**config.mk**
```make
export PLATFORM = sky130hd
export DESIGN_NAME = led_chaser
export DESIGN_NICKNAME = d
export VERILOG_FILES = /design/src/rtl/leds_pkg.sv /design/src/rtl/tick_gen.sv /design/src/rtl/led_chaser.sv
export SDC_FILE = /design/constraint.sdc
export NUM_CORES = 1
export LEC_CHECK = 0
export CAP_MARGIN = 20
export CORE_ASPECT_RATIO = 1.75
export CORE_MARGIN = 3
export CORE_UTILIZATION = 65
export CTS_CLUSTER_DIAMETER = 150
export DETAILED_ROUTE_END_ITERATION = 10
export PLACE_DENSITY = 0.86
export SLEW_MARGIN = 10
export SYNTH_ARGS = -nofsm -noshare
export SYNTH_HDL_FRONTEND = slang
export SYNTH_HIERARCHICAL = 1
export SYNTH_SLANG_ARGS = --single-unit
```
**constraint.sdc**
```tcl
create_clock -name clk_50M -period 9.01 [get_ports clk_50M]
set_input_delay 2.703 -clock clk_50M [delete_from_list [all_inputs] [get_ports clk_50M]]
set_output_delay 2.703 -clock clk_50M [all_outputs]
set_load 0.01 [all_outputs]
```
**src/rtl/leds_pkg.sv**
```systemverilog
// Shared constants for the LED chaser: pattern mode encodings and the
// prescaler width helper.
package leds_pkg;

  localparam logic [1:0] MODE_ROT_L  = 2'b00;
  localparam logic [1:0] MODE_ROT_R  = 2'b01;
  localparam logic [1:0] MODE_BOUNCE = 2'b10;
  localparam logic [1:0] MODE_FILL   = 2'b11;

  // Counter width able to hold 0..div-1.
  function automatic int prescale_width(input int div);
    return (div > 1) ? $clog2(div) : 1;
  endfunction

endpackage

```
**src/rtl/tick_gen.sv**
```systemverilog
// Speed-scalable prescaler: counts 0..(DIV>>speed)-1 and flags the last count
// as a single-cycle tick. Holds completely while pause is high.
module tick_gen
  import leds_pkg::*;
#(
  parameter int DIV = 5_000_000
) (
  input  logic       clk_50M,
  input  logic       reset,
  input  logic [1:0] speed,
  input  logic       pause,
  output logic       tick
);

  localparam int          CW    = prescale_width(DIV);
  localparam logic [31:0] DIV_W = 32'(DIV);

  logic [CW-1:0] r_count;
  logic [31:0]   w_last;
  logic          w_tick;

  // A ">=" compare lets a sudden speed-up fire on the very next edge instead
  // of wrapping the whole counter range.
  assign w_last = (DIV_W >> speed) - 32'd1;
  assign w_tick = !pause && (32'(r_count) >= w_last);

  // NOTE: sequential state uses non-blocking assignments only; the tick is a
  // pure combinational decode so the pattern register sees it in the same cycle.
  always_ff @(posedge clk_50M or posedge reset) begin
    if (reset) begin
      r_count <= '0;
    end else if (w_tick) begin
      r_count <= '0;
    end else if (!pause) begin
      r_count <= r_count + CW'(1);
    end
  end

  assign tick = w_tick;

endmodule

```
**src/rtl/led_chaser.sv**
```systemverilog
// LED pattern generator: rotate-left, rotate-right, bounce and fill-bar,
// stepped by tick_gen; led/step are registered one cycle after each tick.
module led_chaser
  import leds_pkg::*;
#(
  parameter int N_LEDS = 10,
  parameter int DIV    = 5_000_000
) (
  input  logic              clk_50M,
  input  logic              reset,
  input  logic [1:0]        mode,
  input  logic [1:0]        speed,
  input  logic              pause,
  output logic [N_LEDS-1:0] led,
  output logic              step
);

  localparam logic [N_LEDS-1:0] LED_FIRST = N_LEDS'(1);
  localparam logic [N_LEDS-1:0] LED_LAST  = LED_FIRST << (N_LEDS - 1);

  if (N_LEDS < 2 || N_LEDS > 32 || DIV < 8) begin : g_param_check
    $error("led_chaser: illegal parameters N_LEDS=%0d DIV=%0d", N_LEDS, DIV);
  end

  logic [N_LEDS-1:0] r_led;
  logic              r_step;
  logic [1:0]        r_mode_q;
  logic              r_dir_up;

  logic              w_tick;
  logic              w_onehot;
  logic [N_LEDS-1:0] w_led_next;
  logic              w_dir_next;

  tick_gen #(
    .DIV(DIV)
  ) u_tick_gen (
    .clk_50M(clk_50M),
    .reset  (reset),
    .speed  (speed),
    .pause  (pause),
    .tick   (w_tick)
  );

  function automatic logic [N_LEDS-1:0] init_pattern(input logic [1:0] m);
    return (m == MODE_ROT_R) ? LED_LAST : LED_FIRST;
  endfunction

  assign w_onehot = $onehot(r_led);

  // NOTE: defaults first so every path assigns both outputs and no latch forms.
  always_comb begin
    w_led_next = r_led;
    w_dir_next = r_dir_up;
    if (mode != r_mode_q) begin
      w_led_next = init_pattern(mode);
      w_dir_next = 1'b1;
    end else begin
      case (r_mode_q)
        MODE_ROT_L:
          w_led_next = w_onehot ? {r_led[N_LEDS-2:0], r_led[N_LEDS-1]} : LED_FIRST;
        MODE_ROT_R:
          w_led_next = w_onehot ? {r_led[0], r_led[N_LEDS-1:1]} : LED_LAST;
        MODE_BOUNCE: begin
          // Direction flips on the endpoint itself, so endpoints show once.
          if (!w_onehot) begin
            w_led_next = LED_FIRST;
            w_dir_next = 1'b1;
          end else if (r_dir_up) begin
            if (r_led[N_LEDS-1]) begin
              w_dir_next = 1'b0;
              w_led_next = r_led >> 1;
            end else begin
              w_led_next = r_led << 1;
            end
          end else begin
            if (r_led[0]) begin
              w_dir_next = 1'b1;
              w_led_next = r_led << 1;
            end else begin
              w_led_next = r_led >> 1;
            end
          end
        end
        default:
          w_led_next = (&r_led) ? '0 : {r_led[N_LEDS-2:0], 1'b1};
      endcase
    end
  end

  always_ff @(posedge clk_50M or posedge reset) begin
    if (reset) begin
      r_led    <= LED_FIRST;
      r_step   <= 1'b0;
      r_mode_q <= MODE_ROT_L;
      r_dir_up <= 1'b1;
    end else begin
      r_step <= w_tick;
      if (w_tick) begin
        r_led    <= w_led_next;
        r_dir_up <= w_dir_next;
        r_mode_q <= mode;
      end
    end
  end

  assign led  = r_led;
  assign step = r_step;

endmodule

```
* Word level (Yosys, flattened, before mapping) *
Cells that the tools add are included.

word-level totals
  register bits after elaboration = 37
  output and inout bits = 11

cells by class
  add/subtract/negate cells = 11
  $lt $le $gt $ge = 1
  equal/unequal tests = 6
  shift operators = 1
  multiplexer cells = 18
  reductions and logical operators = 6

operators by type and width
  cell                                                   count
  2-to-1 mux 10 bit                                      9
  2-to-1 mux 23 bit                                      2
  >= comparator 23 x 32 -> 1 bit                         1
  right shift 23 x 2 -> 32 bit, first input constant     1
  subtractor 32 x 1 -> 32 bit, second input constant     1
  one-hot mux 10 bit (3 select lines)                    1
  adder 23 x 1 -> 23 bit, second input constant          1
  adder 1 x 1 -> 2 bit                                   5
  AND reduction 10 bit                                   1
  adder 2 x 2 -> 3 bit                                   2
  2-to-1 mux 1 bit                                       6
  adder 3 x 3 -> 4 bit                                   1
  adder 4 x 2 -> 4 bit                                   1
  equality test 2 x 1 -> 1 bit, second input constant    2
  equality test 4 x 1 -> 1 bit, second input constant    1
  equality test 2 bit, second input constant             1
  logical NOT 2 bit                                      1
  inequality test 2 x 1 -> 1 bit, second input constant  1
  inequality test 2 bit                                  1
  AND reduction 2 bit                                    1
  nonzero test 2 bit                                     1
  logical AND 1 bit                                      1
  logical NOT 1 bit                                      1

* Logic depth before layout (Yosys ltp) *
  depth after elaboration = 8
  depth in mapped cells = 18
  gate-level depth less buffers = 17

* Hierarchy *
The synthesis kept the hierarchy.

by module, submodules not included
  module      instances  cells an instance  area an instance (um^2)  sequential area each (um^2)
  tick_gen    1          182                1696.6                   575.6
  led_chaser  1          133                1196.1                   352.8

* Worst setup path before layout *
Ideal clock, no wire load.

  path type = input to register
  start = input speed[0]
  end = register r_led[9] (netlist: led[9])
  data arrival time = 5681 ps
  data required time = 8944 ps
  setup slack = 3264 ps
  stages on the path = 18
  path buffers = 2
  cells stage by stage = inv_1 > ha_1 > nor3_1 > nand3_1 > xnor2_1 > nor2_1 > ha_1 > nand4_1 > nor4_2 > nand2_1 > o21a_1 > a21oi_4 > buf_6 > clkbuf_1 > nand2_1 > or3_1 > nand3_1 > a31o_1

between the ends
  longest elaborated chain between the ends = 4

RTL lines
  element                         RTL line           source
  start: declaration              led_chaser.sv:12   input logic [1:0] speed,
  right shift 23 x 2 -> 32 bit    tick_gen.sv:24     assign w_last = (DIV_W >> speed) - 32'd1;
  subtractor 32 x 1 -> 32 bit     tick_gen.sv:24
  >= comparator 23 x 32 -> 1 bit  tick_gen.sv:25     assign w_tick = !pause && (32'(r_count) >= w_last);
  logical AND 1 bit               tick_gen.sv:25
  via w_tick                      led_chaser.sv:30   logic w_tick;
  end signal: assignment          led_chaser.sv:100  r_led <= w_led_next;
  end: declaration                led_chaser.sv:25   logic [N_LEDS-1:0] r_led;

The timed path passes the listed nets, and every way through them passes these cells.
A chain may end at the register's enable or synchronous reset.

* Final worst setup path *
  start = input speed[1]
  end = register r_led[8] (netlist: led[8])

Same word-level chain as after synthesis.

==> flow_summary.ini <==
[pwr]
power.density_cell_area_nw_per_um2 = 117
peakVddDrop_mv = 0.107
power_leakage_uw = 0.00145

[floorplanning]
initial_core_util_pct = 68.4
fp-row-count = 31
fp.coreArea_um2 = 4230
die_h_um = 94.3
dieArea_um2 = 5320
pin_count = 18
die_w_um = 56.4

[placed_design]
gpl.final_weighted_congestion = 0.918
detailed_place_hpwl_um = 5160
port_buffers = 17
placed_cells_incl_taps = 372
dp_worst_slack_ns = 2.01

[drt]
postRouteAntennaNets = 0
detailedRoute.firstIterationViolations = 108
detail_route.drc_violations = 0
num_vias = 2494
via_per_inst = 6.56
wl_met3_um = 227
met1_wirelength_um = 2560
wl_um = 6760
avgRoutedWirePerCell_um = 17.8
dr.pass1.iters = 5
topRoutingLayerUsed = met4
met2_routed_wl_um = 3620

[synth]
synth.most_common_cell = dfrtp_1
synthesis.area_um2 = 2890
synth_warnings = 6
syn-instance-count = 315
postSynthRegisterBits = 37
synthArstFlopShare_pct = 100
avgSynthCellArea_um2 = 9.18
yosys.area_share.xor_xnor_pct = 6.36
synthSimpleGateAreaFrac_pct = 22.9
combinational_family_with_the_most_area_after_synthesis = simple AND/OR/NAND/NOR gates
yosys.area_share.adder_pct = 17.6
mux_share_of_post_synthesis_cell_area_pct = 0.346
share_of_the_yosys_chip_area_belonging_to_registers_pct = 32.1
synth-compound-area-share_pct = 15.9
synth_top_area_share_pct = 30.3
synth_top_cells_by_count = 35 x dfrtp_1, 31 x ha_1, 27 x nand2_1
synth_largest_area_cell = dfrtp_1
synthFlopType = dfrtp_1
syn-num-nets = 359
synthDistinctLibCells = 53
number_of_enable_type_register_cells_in_the_synthesized_netlist = 0
netlist_top_cells_area = dfrtp_1 30%, ha_1 13%, xor2_1 4.5%

[clocking]
clock_pin_slew_on_the_worst_setup_and_hold_paths_ns = 0.08
cts_tree = yes
clock_latency_ns = 0.29
numCtsBuffers = 5
cts_repair_resize_count = 0
cts_sinks = 37
cts-hold-fix-buffers = 0
htreeDepth = 2
post-cts-setup-buffers = 0
clk_path_buf_depth = 2
ctsRootBufferMaster = clkbuf_8

[grt]
first_global_vias = 2608
global_route.overflow_total = 0
antenna_found_initial = 0
wire_length_of_the_first_global_routing_pass_um = 11800
grt_start_max_net_pins = 34
global_route.usage.total_pct = 28.1

[sta]
unrepaired_setup_endpoints_after_global_routing = false
tightestPinTransition_ns = 0.861
fmaxAchievable_mhz = 148
final_max_slew_viol_count = 0
layout_worst_path_cycle_share_pct = 75.0
timing.clock.skew_ns = 0.0110
hold_viol_final = 0
worst_hold_slack_across_all_endpoints_ns = 0.517
finalWorstPathRequiredPeriod_ns = 6.75
setup-tns-final_ns = 0
fin_ws_ns = 2.26
slew-limit-headroom_pct = 42.5
finish_stage_setup_viols = 0

[setup_path]
worst_setup_path_start_kind = input pin
critPathMaxStageDelay_ns = 0.66
reg2reg_to = led[6]
timing.reg2reg.setup_slack_ns = 4.88
cpLargestDelayFamily = simple AND/OR/NAND/NOR gates
slowest_stage = a21oi_4
critical_path.cell_chain = clkdlybuf4s50_1, inv_1, ha_1, nor3_1, nand3_1, xnor2_1, nor2_1, ha_1, nand4_1, nor4_2, nand2_1, o21a_1, a21oi_4, nor4bb_1, a22o_1, nand2_1, nor4_1, a221o_1
worstPathRequired_ns = 9.24
worst_r2r_startpoint = led[0]
worst-r2r-cell-count = 13
sum_of_buffers_and_inverters_on_the_critical_path = 2
worst_setup_path_end_kind = register
critical_path.max_fanout = 33
worst-setup-path-type = input pin to register
critical_path_arrival_ns = 6.98

[final_layout]
nets = 374
fill_cells = 325
multi_input_area_um2 = 1830
final_layout_size_suffix_gt1_share_pct = 6.04
antenna_cells_inserted = 0
instances_no_fill = 380
sequential_cell_area_um2 = 928
area_delta_synth_final_pct = 9.43

[run]
maxCapViolCount = 0

[min_path]
holdCritStartpoint = u_tick_gen/r_count[1]
hold_path.class = register to register
hold_depth = 2
worst_hold_path.endpoint = u_tick_gen/r_count[1]

[run_status]
run_status = complete, no violations
-- through the flow --
step	utilization, %	total power, uW	instance area (um2)
2_1_floorplan	-	234	2890
4_1_cts	74.9	372	3170
5_1_grt	74.9	386	3170
3_3_place_gp	72.7	252	3080
6_report	74.9	370	3170
3_5_place_dp	72.7	254	3080
-- worst max path at each step --
stage	endpoint	from	slack, ns	cells after the start
3_3_place_gp	led[8]	speed[1]	2.25	18
5_1_grt	led[8]	speed[1]	1.86	18
2_1_floorplan	led[9]	speed[0]	3.26	18
6_report	led[8]	speed[1]	2.26	18
4_1_cts	led[8]	speed[1]	2.29	18
3_5_place_dp	led[8]	speed[1]	2.01	18
-- routing by layer --
metal | vias to the layer above | track usage (%)
met3 | 32 | 2.75
met2 | 83 | 51.9
li1 | 1160 | -
met4 | 0 | 18.8
met1 | 1219 | 29.1
met5 | - | 0
-- worst min-delay path, cell delays in order, from the launching register on --
cell	delay, ns
dfrtp_1	0.37
nand2_1	0.05
o21ai_0	0.06
-- sequential cells by signal, summed over array words and instances (netlist names) --
register / flops
led: 10
r_dir_up: 1
r_mode_q: 2
step: 1
u_tick_gen/r_count: 23
-- layout by cell type, fill, tap and decap left out, types with 2 or more instances in the layout --
master,instances
nand2b_1,4
nor2b_1,7
xor2_1,15
nand2_1,27
xnor2_1,6
fa_1,6
and4_1,8
dfstp_2,2
a21oi_1,13
o21ai_0,9
nand4_1,12
dfrtp_1,35
a21oi_4,2
ha_1,31
nor3_1,6
a211oi_1,3
a21o_1,3
clkdlybuf4s50_1,17
nand3_1,17
a221o_1,9
inv_2,2
inv_1,22
and3_1,5
o31ai_1,3
nor4_1,2
nand3_2,2
a31oi_1,4
clkbuf_1,2
clkbuf_8,6
o2bb2ai_1,2
nor2_1,26
or3_1,2
-- cell type report --
class                   count  area share (%)
clock buffers               8            2.85
inverters                  24            2.85
multi-input cells         245            57.7
flip-flops and latches     37            29.3
well taps                  49            1.94
repair buffers             17            5.38
-- logic make-up (layout without fill, tap and decap cells) --
group | Yosys count | in the layout
AOI/OAI and AO/OA | 61 | 61
xor gates and xnor gates | 21 | 21
adders and majority gates | 37 | 37
buffers and inverters | 33 | 49
DFF | 37 | 37
muxes | 1 | 1
and+or+nand+nor | 125 | 125
-- report_power, final --
part           switching, uW  internal, uW  total (uW)
sequential              16.6           177         194
combinational           31.3          26.1        57.3
clock                   55.7          62.4         118
total                    104           266         370
Power figures use the tool's default switching activity.
